$ cat src/rtl/iir_biquad_seq.sv
// iir_biquad_seq
// Direct-form-I biquad: y[n] = sat(round((b0*x + b1*x1 + b2*x2 - a1*y1 - a2*y2) / 2^FRAC))
// Five coefficient products per sample share one multiplier over five MAC cycles.
//
// Ports
//   clk         rising-edge clock
//   rst_n       asynchronous reset, active HIGH despite the name
//   clr         synchronous clear of history and in-flight work
//   in_valid    input sample valid
//   in_data     signed input sample x[n]
//   in_ready    block accepts a sample this cycle
//   coef_we     shadow-bank coefficient write strobe
//   coef_addr   0=b0 1=b1 2=b2 3=a1 4=a2, 5..7 ignored
//   coef_wdata  signed coefficient value
//   out_valid   one-cycle pulse, out_data/out_sat valid
//   out_data    signed output sample y[n]
//   out_sat     y[n] was clamped
module iir_biquad_seq #(
  parameter int DW   = 12,
  parameter int CW   = 12,
  parameter int FRAC = 10
) (
  input  logic                 clk,
  input  logic                 rst_n,
  input  logic                 clr,
  input  logic                 in_valid,
  input  logic signed [DW-1:0] in_data,
  output logic                 in_ready,
  input  logic                 coef_we,
  input  logic [2:0]           coef_addr,
  input  logic signed [CW-1:0] coef_wdata,
  output logic                 out_valid,
  output logic signed [DW-1:0] out_data,
  output logic                 out_sat
);

  localparam int PW = DW + CW;
  localparam int AW = DW + CW + 3;

  localparam logic signed [AW-1:0] HALF = AW'(1) << (FRAC - 1);
  localparam logic signed [AW-1:0] YMAX = (AW'(1) << (DW - 1)) - AW'(1);
  localparam logic signed [AW-1:0] YMIN = ~YMAX;

  typedef enum logic [1:0] {IDLE, MAC, DONE} state_t;

  state_t                state;
  logic [2:0]            k;
  logic signed [AW-1:0]  acc;
  logic signed [DW-1:0]  x_cur;
  logic signed [DW-1:0]  x1;
  logic signed [DW-1:0]  x2;
  logic signed [DW-1:0]  y1;
  logic signed [DW-1:0]  y2;

  logic signed [CW-1:0]  shadow [5];
  logic signed [CW-1:0]  active [5];

  logic                  accept;
  logic signed [PW-1:0]  mul_coef;
  logic signed [PW-1:0]  mul_data;
  logic signed [PW-1:0]  prod;
  logic signed [AW-1:0]  prod_ext;
  logic signed [AW-1:0]  acc_next;
  logic signed [AW-1:0]  y_round;
  logic [DW:0]           sat_res;
  logic signed [DW-1:0]  y_sat;
  logic                  y_sat_flag;

  function automatic logic signed [CW-1:0] coef_default(input int idx);
    case (idx)
      0:       coef_default = CW'(1006);
      1:       coef_default = CW'(-1911);
      2:       coef_default = CW'(1006);
      default: coef_default = '0;
    endcase
  endfunction

  // Round half up: add half an LSB of the output scale, then arithmetic shift.
  function automatic logic signed [AW-1:0] round_acc(input logic signed [AW-1:0] a);
    logic signed [AW-1:0] r;
    r = (a + HALF) >>> FRAC;
    return r;
  endfunction

  // Returns {clamped_flag, clamped_value}.
  function automatic logic [DW:0] sat_acc(input logic signed [AW-1:0] v);
    logic [DW:0] r;
    if (v > YMAX)      r = {1'b1, YMAX[DW-1:0]};
    else if (v < YMIN) r = {1'b1, YMIN[DW-1:0]};
    else               r = {1'b0, v[DW-1:0]};
    return r;
  endfunction

  assign in_ready = (state == IDLE) && !clr;
  assign accept   = in_valid && in_ready;

  // Shared multiplier operand select; operands sign-extended to the product width.
  always_comb begin
    mul_coef = '0;
    mul_data = '0;
    case (k)
      3'd0: begin
        mul_coef = {{DW{active[0][CW-1]}}, active[0]};
        mul_data = {{CW{x_cur[DW-1]}}, x_cur};
      end
      3'd1: begin
        mul_coef = {{DW{active[1][CW-1]}}, active[1]};
        mul_data = {{CW{x1[DW-1]}}, x1};
      end
      3'd2: begin
        mul_coef = {{DW{active[2][CW-1]}}, active[2]};
        mul_data = {{CW{x2[DW-1]}}, x2};
      end
      3'd3: begin
        mul_coef = {{DW{active[3][CW-1]}}, active[3]};
        mul_data = {{CW{y1[DW-1]}}, y1};
      end
      3'd4: begin
        mul_coef = {{DW{active[4][CW-1]}}, active[4]};
        mul_data = {{CW{y2[DW-1]}}, y2};
      end
      default: begin
        mul_coef = '0;
        mul_data = '0;
      end
    endcase
  end

  // Feedback terms (k=3,4) are subtracted.
  always_comb begin
    prod     = mul_coef * mul_data;
    prod_ext = {{(AW-PW){prod[PW-1]}}, prod};
    acc_next = (k >= 3'd3) ? (acc - prod_ext) : (acc + prod_ext);
  end

  always_comb begin
    y_round    = round_acc(acc);
    sat_res    = sat_acc(y_round);
    y_sat      = sat_res[DW-1:0];
    y_sat_flag = sat_res[DW];
  end

  // Coefficient banks: the active bank only changes on an accepted sample, so a
  // write landing in the acceptance cycle goes to the shadow bank and reaches the
  // following sample.
  always_ff @(posedge clk or posedge rst_n) begin
    if (rst_n) begin
      for (int i = 0; i < 5; i++) begin
        shadow[i] <= coef_default(i);
        active[i] <= coef_default(i);
      end
    end else begin
      if (accept) begin
        for (int i = 0; i < 5; i++) active[i] <= shadow[i];
      end
      if (coef_we) begin
        case (coef_addr)
          3'd0:    shadow[0] <= coef_wdata;
          3'd1:    shadow[1] <= coef_wdata;
          3'd2:    shadow[2] <= coef_wdata;
          3'd3:    shadow[3] <= coef_wdata;
          3'd4:    shadow[4] <= coef_wdata;
          default: ;
        endcase
      end
    end
  end

  always_ff @(posedge clk or posedge rst_n) begin
    if (rst_n) begin
      state     <= IDLE;
      k         <= '0;
      acc       <= '0;
      x_cur     <= '0;
      x1        <= '0;
      x2        <= '0;
      y1        <= '0;
      y2        <= '0;
      out_valid <= 1'b0;
      out_data  <= '0;
      out_sat   <= 1'b0;
    end else if (clr) begin
      state     <= IDLE;
      k         <= '0;
      acc       <= '0;
      x1        <= '0;
      x2        <= '0;
      y1        <= '0;
      y2        <= '0;
      out_valid <= 1'b0;
    end else begin
      out_valid <= 1'b0;
      case (state)
        // Capture stage: latch x[n] and start a fresh accumulation.
        IDLE: begin
          if (accept) begin
            x_cur <= in_data;
            acc   <= '0;
            k     <= '0;
            state <= MAC;
          end
        end
        // MAC stage: one product per cycle, k = 0..4.
        MAC: begin
          acc <= acc_next;
          k   <= k + 3'd1;
          if (k == 3'd4) state <= DONE;
        end
        // Output stage: round, clamp, publish and advance the history.
        DONE: begin
          out_data  <= y_sat;
          out_sat   <= y_sat_flag;
          out_valid <= 1'b1;
          x2        <= x1;
          x1        <= x_cur;
          y2        <= y1;
          y1        <= y_sat;
          state     <= IDLE;
        end
        default: state <= IDLE;
      endcase
    end
  end

endmodule

$ cat config.mk
export PLATFORM = sky130hd
export DESIGN_NAME = iir_biquad_seq
export DESIGN_NICKNAME = d
export VERILOG_FILES = /design/src/rtl/iir_biquad_seq.sv
export SDC_FILE = /design/constraint.sdc
export NUM_CORES = 1
export LEC_CHECK = 0
export BUFFER_PORTS_ARGS = -buffer_cell sky130_fd_sc_hd__buf_2
export CAP_MARGIN = 20
export CORE_MARGIN = 3
export CORE_UTILIZATION = 55
export DETAILED_ROUTE_END_ITERATION = 10
export PLACE_DENSITY = 0.81
export SYNTH_ARGS = -nofsm -noshare
export SYNTH_HDL_FRONTEND = slang
export SYNTH_SLANG_ARGS = --single-unit
$ cat constraint.sdc
create_clock -name clk -period 16.8 [get_ports clk]
set_clock_uncertainty 0.1 [all_clocks]
set_input_delay 2.52 -clock clk [delete_from_list [all_inputs] [get_ports clk]]
set_output_delay 2.52 -clock clk [all_outputs]
set_load 0.02 [all_outputs]
==> results by group, run 1 <==
Critical path
  • Slowest CP cell: fa_1
  • CP required: around 17000 ps
  • Crit path to: acc[26]
  • R2r setup slk: 5680 ps
  • Critical Path Source: k[2]
  • Worst Path Max Fanout: between 50 and 60
  • Crit-path max cell delay: 710 ps
  • Worst setup EP type: flip-flop
  • Worst reg2reg startpoint: k[2]
  • Most frequent CP cell: fa_1
  • Critical Path AT: ~11000 ps
  • R2R depth: 35
  • Critical Path Source Type: flip-flop
  • Crit Reg-Reg Endpoint: acc[26]
  • CP Class: flip-flop to flip-flop

Timing
  • Peak Freq: 89.90 MHz
  • Fin crit share: 0.6621
  • Actual slew at the worst max-slew pin: 1058 ps
  • Worst slew margin: 0.2893
  • Hold Vio Cnt, Final: 0
  • # setup viols final: 0
  • Period minus WS final: ~11000 ps
  • Pins Over Slew Limit: 0
  • RSZ-0062 raised after global routing: false
  • Setup TNS: 0 ps

Layout
  • Ratio of cells with drive above 1 in the final layout: 0.1558
  • Final std cells w/o fill: 2341
  • Register Area: 5705 um^2
  • Area Overhead vs Synth: 8.200%
  • Multi-input gate area: 11650 um^2
  • # diodes: 0
  • NumNets Final: 2218
  • Fillers: about 2600

Routing
  • First-pass DRT Iterations: 6
  • DR DRC count: 0
  • Detailed-route wire length: 44260 um
  • Routed wire per std cell: 18.91 um
  • Initial DRC Count: roughly 1400
  • Routed vias/inst: 5.879
  • Vias post-DR: 13760
  • Final ANT Viol Nets: 0

Synth
  • Post-synth top flop: dfrtp_1
  • Async SR Flop Fraction: 1.000
  • Synth Register Bits: approximately 230
  • Synth top area cells: dfrtp_1, fa_1, ha_1
  • Most frequent cell after synthesis: inv_1
  • Post-synth top area share: 0.2476
  • Post-synthesis sequential area ratio: 0.3035
  • YS warnings: 0
  • Synthesized area: between 15000 and 20000 um^2
  • Yosys top cell by area: dfrtp_1
  • Top cells by count, synth: inv_1, dfrtp_1, fa_1
  • Synth Net Count: roughly 2200
  • Post-Synthesis Cells: 1846
  • Synth cell types: 72
  • Syn Area/Cell: 10.18 um^2
  • Number of flops mapped to enable cells by yosys: 0

Floorplanning
  • Die ar.: 36440 um^2
  • Vert. Die Dim: 190.9 um
  • Num rows: 67
  • Core footprint: 33620 um^2
  • Chip Width: around 190 um
  • # IOs: 47
  • Initial Util: 0.5592

Clocking
  • Clk slew on worst S/H paths: 60 ps
  • Number of gates resized after CTS: 0
  • Clock tree sinks: 226
  • CTS Buffer Depth: 3
  • Post-CTS Setup Inserts: 0
  • Clock Latency Late Sink: 530 ps
  • Num CTS Buffers: 22
  • H-tree depth: 1
  • Root Buffer: clkbuf_16
  • CTS tree: built
  • Hold_buf cts: 0

Global routing
  • Initial antenna violation count: 0
  • Number of global-route vias before repair: 14480
  • Largest net degree at the start of global routing: 138
  • Grt ovf: 0
  • GRT Overall Usage: 0.2502
  • First-pass GRT wire length: 73810 um

Place
  • I/O Buffers: between 40 and 50
  • GP Congestion: 0.9688
  • HPWL after DPL: 33030 um
  • Placed Instances: about 2300

Flow run
  • Max-cap violations: 0

Run status
  • Outcome: finished clean

Min path
  • HP Class: flip-flop to flip-flop
==> worst min-delay path by stage <==
stage / startpoint / end / slack, ps / cells past startpoint
after floorplan: acc[3] / acc[3] / 360 / 2
after global placement: out_data[5] / out_data[5] / 360 / 1
after detailed placement: out_data[3] / out_data[3] / 360 / 1
after CTS: out_data[3] / out_data[3] / 380 / 1
after global routing: out_data[4] / out_data[4] / 400 / 1
final: out_data[3] / out_data[3] / 380 / 1
==> layer usage <==
metal | track usage | part of all wire | wire length, um | vias to the layer above
li1 | - | - | - | 6190
met2 | 0.4207 | 0.48 | 21180 | 567
met3 | 0.03585 | 0.071 | 3122 | 125
met1 | 0.3310 | 0.41 | 18310 | 6881
met4 | 0.09455 | 0.037 | 1649 | 0
met5 | 0 | 0 | 0 | -
==> layout by cell type, fill, tap and decap left out, types with 37 or more instances in the layout <==
master	count
fa_1	179
mux2_2	135
nor2_1	74
xnor2_1	52
a21oi_1	37
o21ai_0	77
inv_1	318
buf_2	46
dfstp_2	40
a22o_1	40
nand2_1	160
ha_1	130
dfrtp_1	186
xor2_1	41
==> metrics by stage <==
step                        util  hold slack (ps)  cell area, um^2  setup slack [ps]
after detailed placement  0.5817            361.1            19550              5742
after global placement    0.5811            358.1            19530              5969
after floorplan                -            355.1            18800              6042
after CTS                 0.6035            381.9            20290              5699
after global routing      0.6051            400.3            20340              4958
final                     0.6051            379.2            20340              5676
==> area by class of cell <==
type | count | area share
tap | 448 | 0.02756
sequential | 226 | 0.2805
inverter | 319 | 0.05924
timing repair buffer | 73 | 0.02387
clock inverter | 6 | 0.004244
clock buffer | 34 | 0.03174
multi-input combinational | 1235 | 0.5729
==> registers in the layout, indices dropped and copies added, names as in the netlist <==
name and count:
x1 12, state 2, active 60, k 3, y1 12, out_data 12
acc 27, out_valid 1, x2 12, y2 12, shadow 60, x_cur 12
out_sat 1
==> worst max-delay path: cells and delay by family, from the launching register on <==
family / cells / cell delay [ps]
AOI/OAI and AO/OA: 10 / 2940
xor gates and xnor gates: 3 / 700
adders and majority gates: 10 / 4930
buffers and inverters: 8 / 1290
DFF: 1 / 330
and+or+nand+nor: 4 / 760
==> logic make-up (layout without fill, tap and decap cells) <==
group                    count (synthesis)  after routing  share of synthesized area
AO/OA/AOI/OAI                          325            325                     0.1219
XOR/XNOR                                95             95                    0.04539
adder cells (fa/ha/maj)                309            309                     0.2771
buffers and inverters                  385            432                    0.07787
flip-flops                             226            226                     0.3035
multiplexers                           139            139                    0.08346
AND/OR/NAND/NOR                        367            367                    0.09078
Power of run 1 is not shown: default switching activity piles up to over one toggle a cycle in this logic, so the estimate is an artifact.
==> run 2: changes to the inputs <==
--- a/config.mk
+++ b/config.mk
@@ -5,6 +5,7 @@
 export SDC_FILE = /design/constraint.sdc
 export NUM_CORES = 1
 export LEC_CHECK = 0
+export ABC_AREA = 1
 export BUFFER_PORTS_ARGS = -buffer_cell sky130_fd_sc_hd__buf_2
 export CAP_MARGIN = 20
 export CORE_MARGIN = 3
==> constraint.sdc (replaced) <==
create_clock -name clk -period 10.6 [get_ports clk]
set_clock_uncertainty 0.1 [all_clocks]
set_input_delay 1.59 -clock clk [delete_from_list [all_inputs] [get_ports clk]]
set_output_delay 1.59 -clock clk [all_outputs]
set_load 0.02 [all_outputs]
==> results by group, run 2 <==
Routing
  • Initial DRC Count: 1265 (-7.1%)
  • Routed wire per std cell: 16.61 um (-12%)
  • DR DRC count: 0 (unchanged)
  • Vias post-DR: 15330 (+11%)
  • Detailed-route wire length: 46990 um (+6.2%)
  • Final ANT Viol Nets: 0 (unchanged)
  • Routed vias/inst: 5.416 (-7.9%)
  • First-pass DRT Iterations: 7 (+1)

Timing
  • Setup TNS: 0 ps (unchanged)
  • Worst slew margin: 0.3254 (+0.03615)
  • Hold Vio Cnt, Final: 0 (unchanged)
  • # setup viols final: 0 (unchanged)
  • Fin crit share: 0.9391 (+0.2770)
  • Pins Over Slew Limit: 0 (unchanged)
  • Actual slew at the worst max-slew pin: 1009 ps (-48.91 ps)
  • Period minus WS final: 9955 ps (-1169 ps)
  • Peak Freq: 100.5 MHz (+12%)
  • RSZ-0062 raised after global routing: false

Synth
  • Post-synth top area share: 0.2450 (-0.002544)
  • Number of flops mapped to enable cells by yosys: 0 (unchanged)
  • Most frequent cell after synthesis: inv_1
  • Async SR Flop Fraction: 1.000 (unchanged)
  • Post-Synthesis Cells: 2301 (+25%)
  • Synth Register Bits: 226 (unchanged)
  • YS warnings: 0 (unchanged)
  • Synth Net Count: 2642 (+21%)
  • Synth top area cells: dfrtp_1, fa_1, inv_1
  • Syn Area/Cell: 8.255 um^2 (-19%)
  • Synthesized area: 18990 um^2 (+1.0%)
  • Synth cell types: 50 (-31%)
  • Post-synth top flop: dfrtp_1
  • Yosys top cell by area: dfrtp_1
  • Top cells by count, synth: inv_1, nand2_1, nor2_1
  • Post-synthesis sequential area ratio: 0.3004 (-0.003119)

Global routing
  • Grt ovf: 0 (unchanged)
  • GRT Overall Usage: 0.2634 (+0.01321)
  • Largest net degree at the start of global routing: 151 (+9.4%)
  • Number of global-route vias before repair: 15550 (+7.4%)
  • Initial antenna violation count: 0 (unchanged)
  • First-pass GRT wire length: 78390 um (+6.2%)

Critical path
  • Slowest CP cell: fa_2
  • Crit-path max cell delay: 620 ps (-90 ps)
  • Critical Path Source Type: flip-flop
  • Most frequent CP cell: nand2_1
  • CP Class: flip-flop to flip-flop
  • Worst Path Max Fanout: 10 (-80%)
  • Worst setup EP type: flip-flop
  • Critical Path AT: 10280 ps (-1180 ps)
  • CP required: 10920 ps (-6220 ps)

Floorplanning
  • Die ar.: 36800 um^2 (+1.0%)
  • Vert. Die Dim: 191.8 um (+0.50%)
  • Initial Util: 0.5622 (+0.003002)
  • Core footprint: 33780 um^2 (+0.50%)
  • # IOs: 47 (unchanged)
  • Num rows: 67 (unchanged)
  • Chip Width: 191.8 um (+0.50%)

Clocking
  • Num CTS Buffers: 24 (+9.1%)
  • Clk slew on worst S/H paths: 60 ps (about the same)
  • CTS Buffer Depth: 3 (unchanged)
  • Clock tree sinks: 226 (unchanged)
  • Hold_buf cts: 0 (unchanged)
  • H-tree depth: 1 (unchanged)
  • CTS tree: built
  • Clock Latency Late Sink: 530 ps (about the same)
  • Root Buffer: clkbuf_16

Min path
  • HP Class: flip-flop to flip-flop

Layout
  • Fillers: 2784 (+6.9%)
  • Area Overhead vs Synth: 9.354%
  • Commonest non-fill, non-tap cell in the layout: inv_1
  • # diodes: 0 (unchanged)
  • NumNets Final: 2705 (+22%)
  • Ratio of cells with drive above 1 in the final layout: 0.09992 (-0.05592)
  • Most frequent cells in the layout: inv_1, nand2_1, nor2_1, dfrtp_1, fa_1
  • Largest registers: active x60, shadow x60, acc x27

Place
  • HPWL after DPL: 36150 um (+9.5%)
  • GP Congestion: 0.9213 (-4.9%)
  • I/O Buffers: 46 (unchanged)

Flow run
  • Max-cap violations: 0 (unchanged)

Run status
  • Outcome: finished clean
run 2: cell types whose count changed after synthesis, moves of 54 or more:
cell / before / now
inv_1: 319 / 536
nand3_1: 14 / 68
o22ai_1: 8 / 76
mux2_2: 135 / 19
nor2_1: 74 / 210
nand2_1: 160 / 385
a21oi_1: 38 / 108
run 2: cell families after synthesis:
logic type | count (synthesis) | share of synthesized area
simple gates | 748 | 0.1675
buf+inv | 599 | 0.1196
compound gates | 340 | 0.09927
fa+ha+maj | 309 | 0.2743
flops | 226 | 0.3004
xor+xnor | 60 | 0.02767
mux | 19 | 0.01126
run 2: metal layers:
layer	track usage	share of wire	vias up
li1	-	-	7254
met1	0.3722	0.44	7454
met2	0.4328	0.47	522
met3	0.03523	0.064	97
met4	0.06661	0.024	0
met5	0	0	-
run 2: worst max-delay path, delay by kind of cell (launching register included):
kind,cells,cell delay [ps]
fa+ha+maj,10,4760
simple gates,19,2550
buf+inv,10,1190
compound gates,5,700
flops,1,480
xor+xnor,1,90
run 2: stage by stage:
step                utilization  setup WS, ps  hold WS, ps  instance area [um^2]  std cells
finish                   0.6148         645.1        376.3                 20770       2830
global route             0.6148         16.45        391.5                 20770       2830
CTS                      0.6137         333.3        380.6                 20730       2828
detailed placement       0.5889         327.0        367.2                 19900       2784
global placement         0.5889         568.6        361.1                 19900       2784
floorplan                     -         946.2        349.2                 18990       2301
run 2: path summary, 6_finish.rpt:
path / slack (ps) / startpoint / endpoint / depth (start not counted)
max: 650 / k[2] / acc[26] / 45
min: 380 / active[39] / active[39] / 2
max reg2reg: 650 / k[2] / acc[26] / 45
min reg2reg: 380 / active[39] / active[39] / 2
max in group asynchronous: 7690 / rst_n / acc[19] / 3
min in group asynchronous: 1160 / rst_n / x_cur[9] / 2
run 2: cell type report:
type	instances	area (um^2)	share of cell area
well taps	448	560.5	0.02699
inverters	546	2063	0.09933
repair buffers	90	560.5	0.02699
clock buffers	32	680.7	0.03277
flip-flops and latches	226	5705	0.2747
clock inverters	12	157.7	0.007590
multi-input cells	1476	11040	0.5317
run 2: repair_timing:
| item | 4_1_cts | 5_1_grt |
|---|---|---|
| gates resized for setup | 0 | 6 |
| endpoints found under the setup margin | 0 | 4 |
| buffers inserted | 0 | 2 |
Power of run 2 is left out for the same reason.
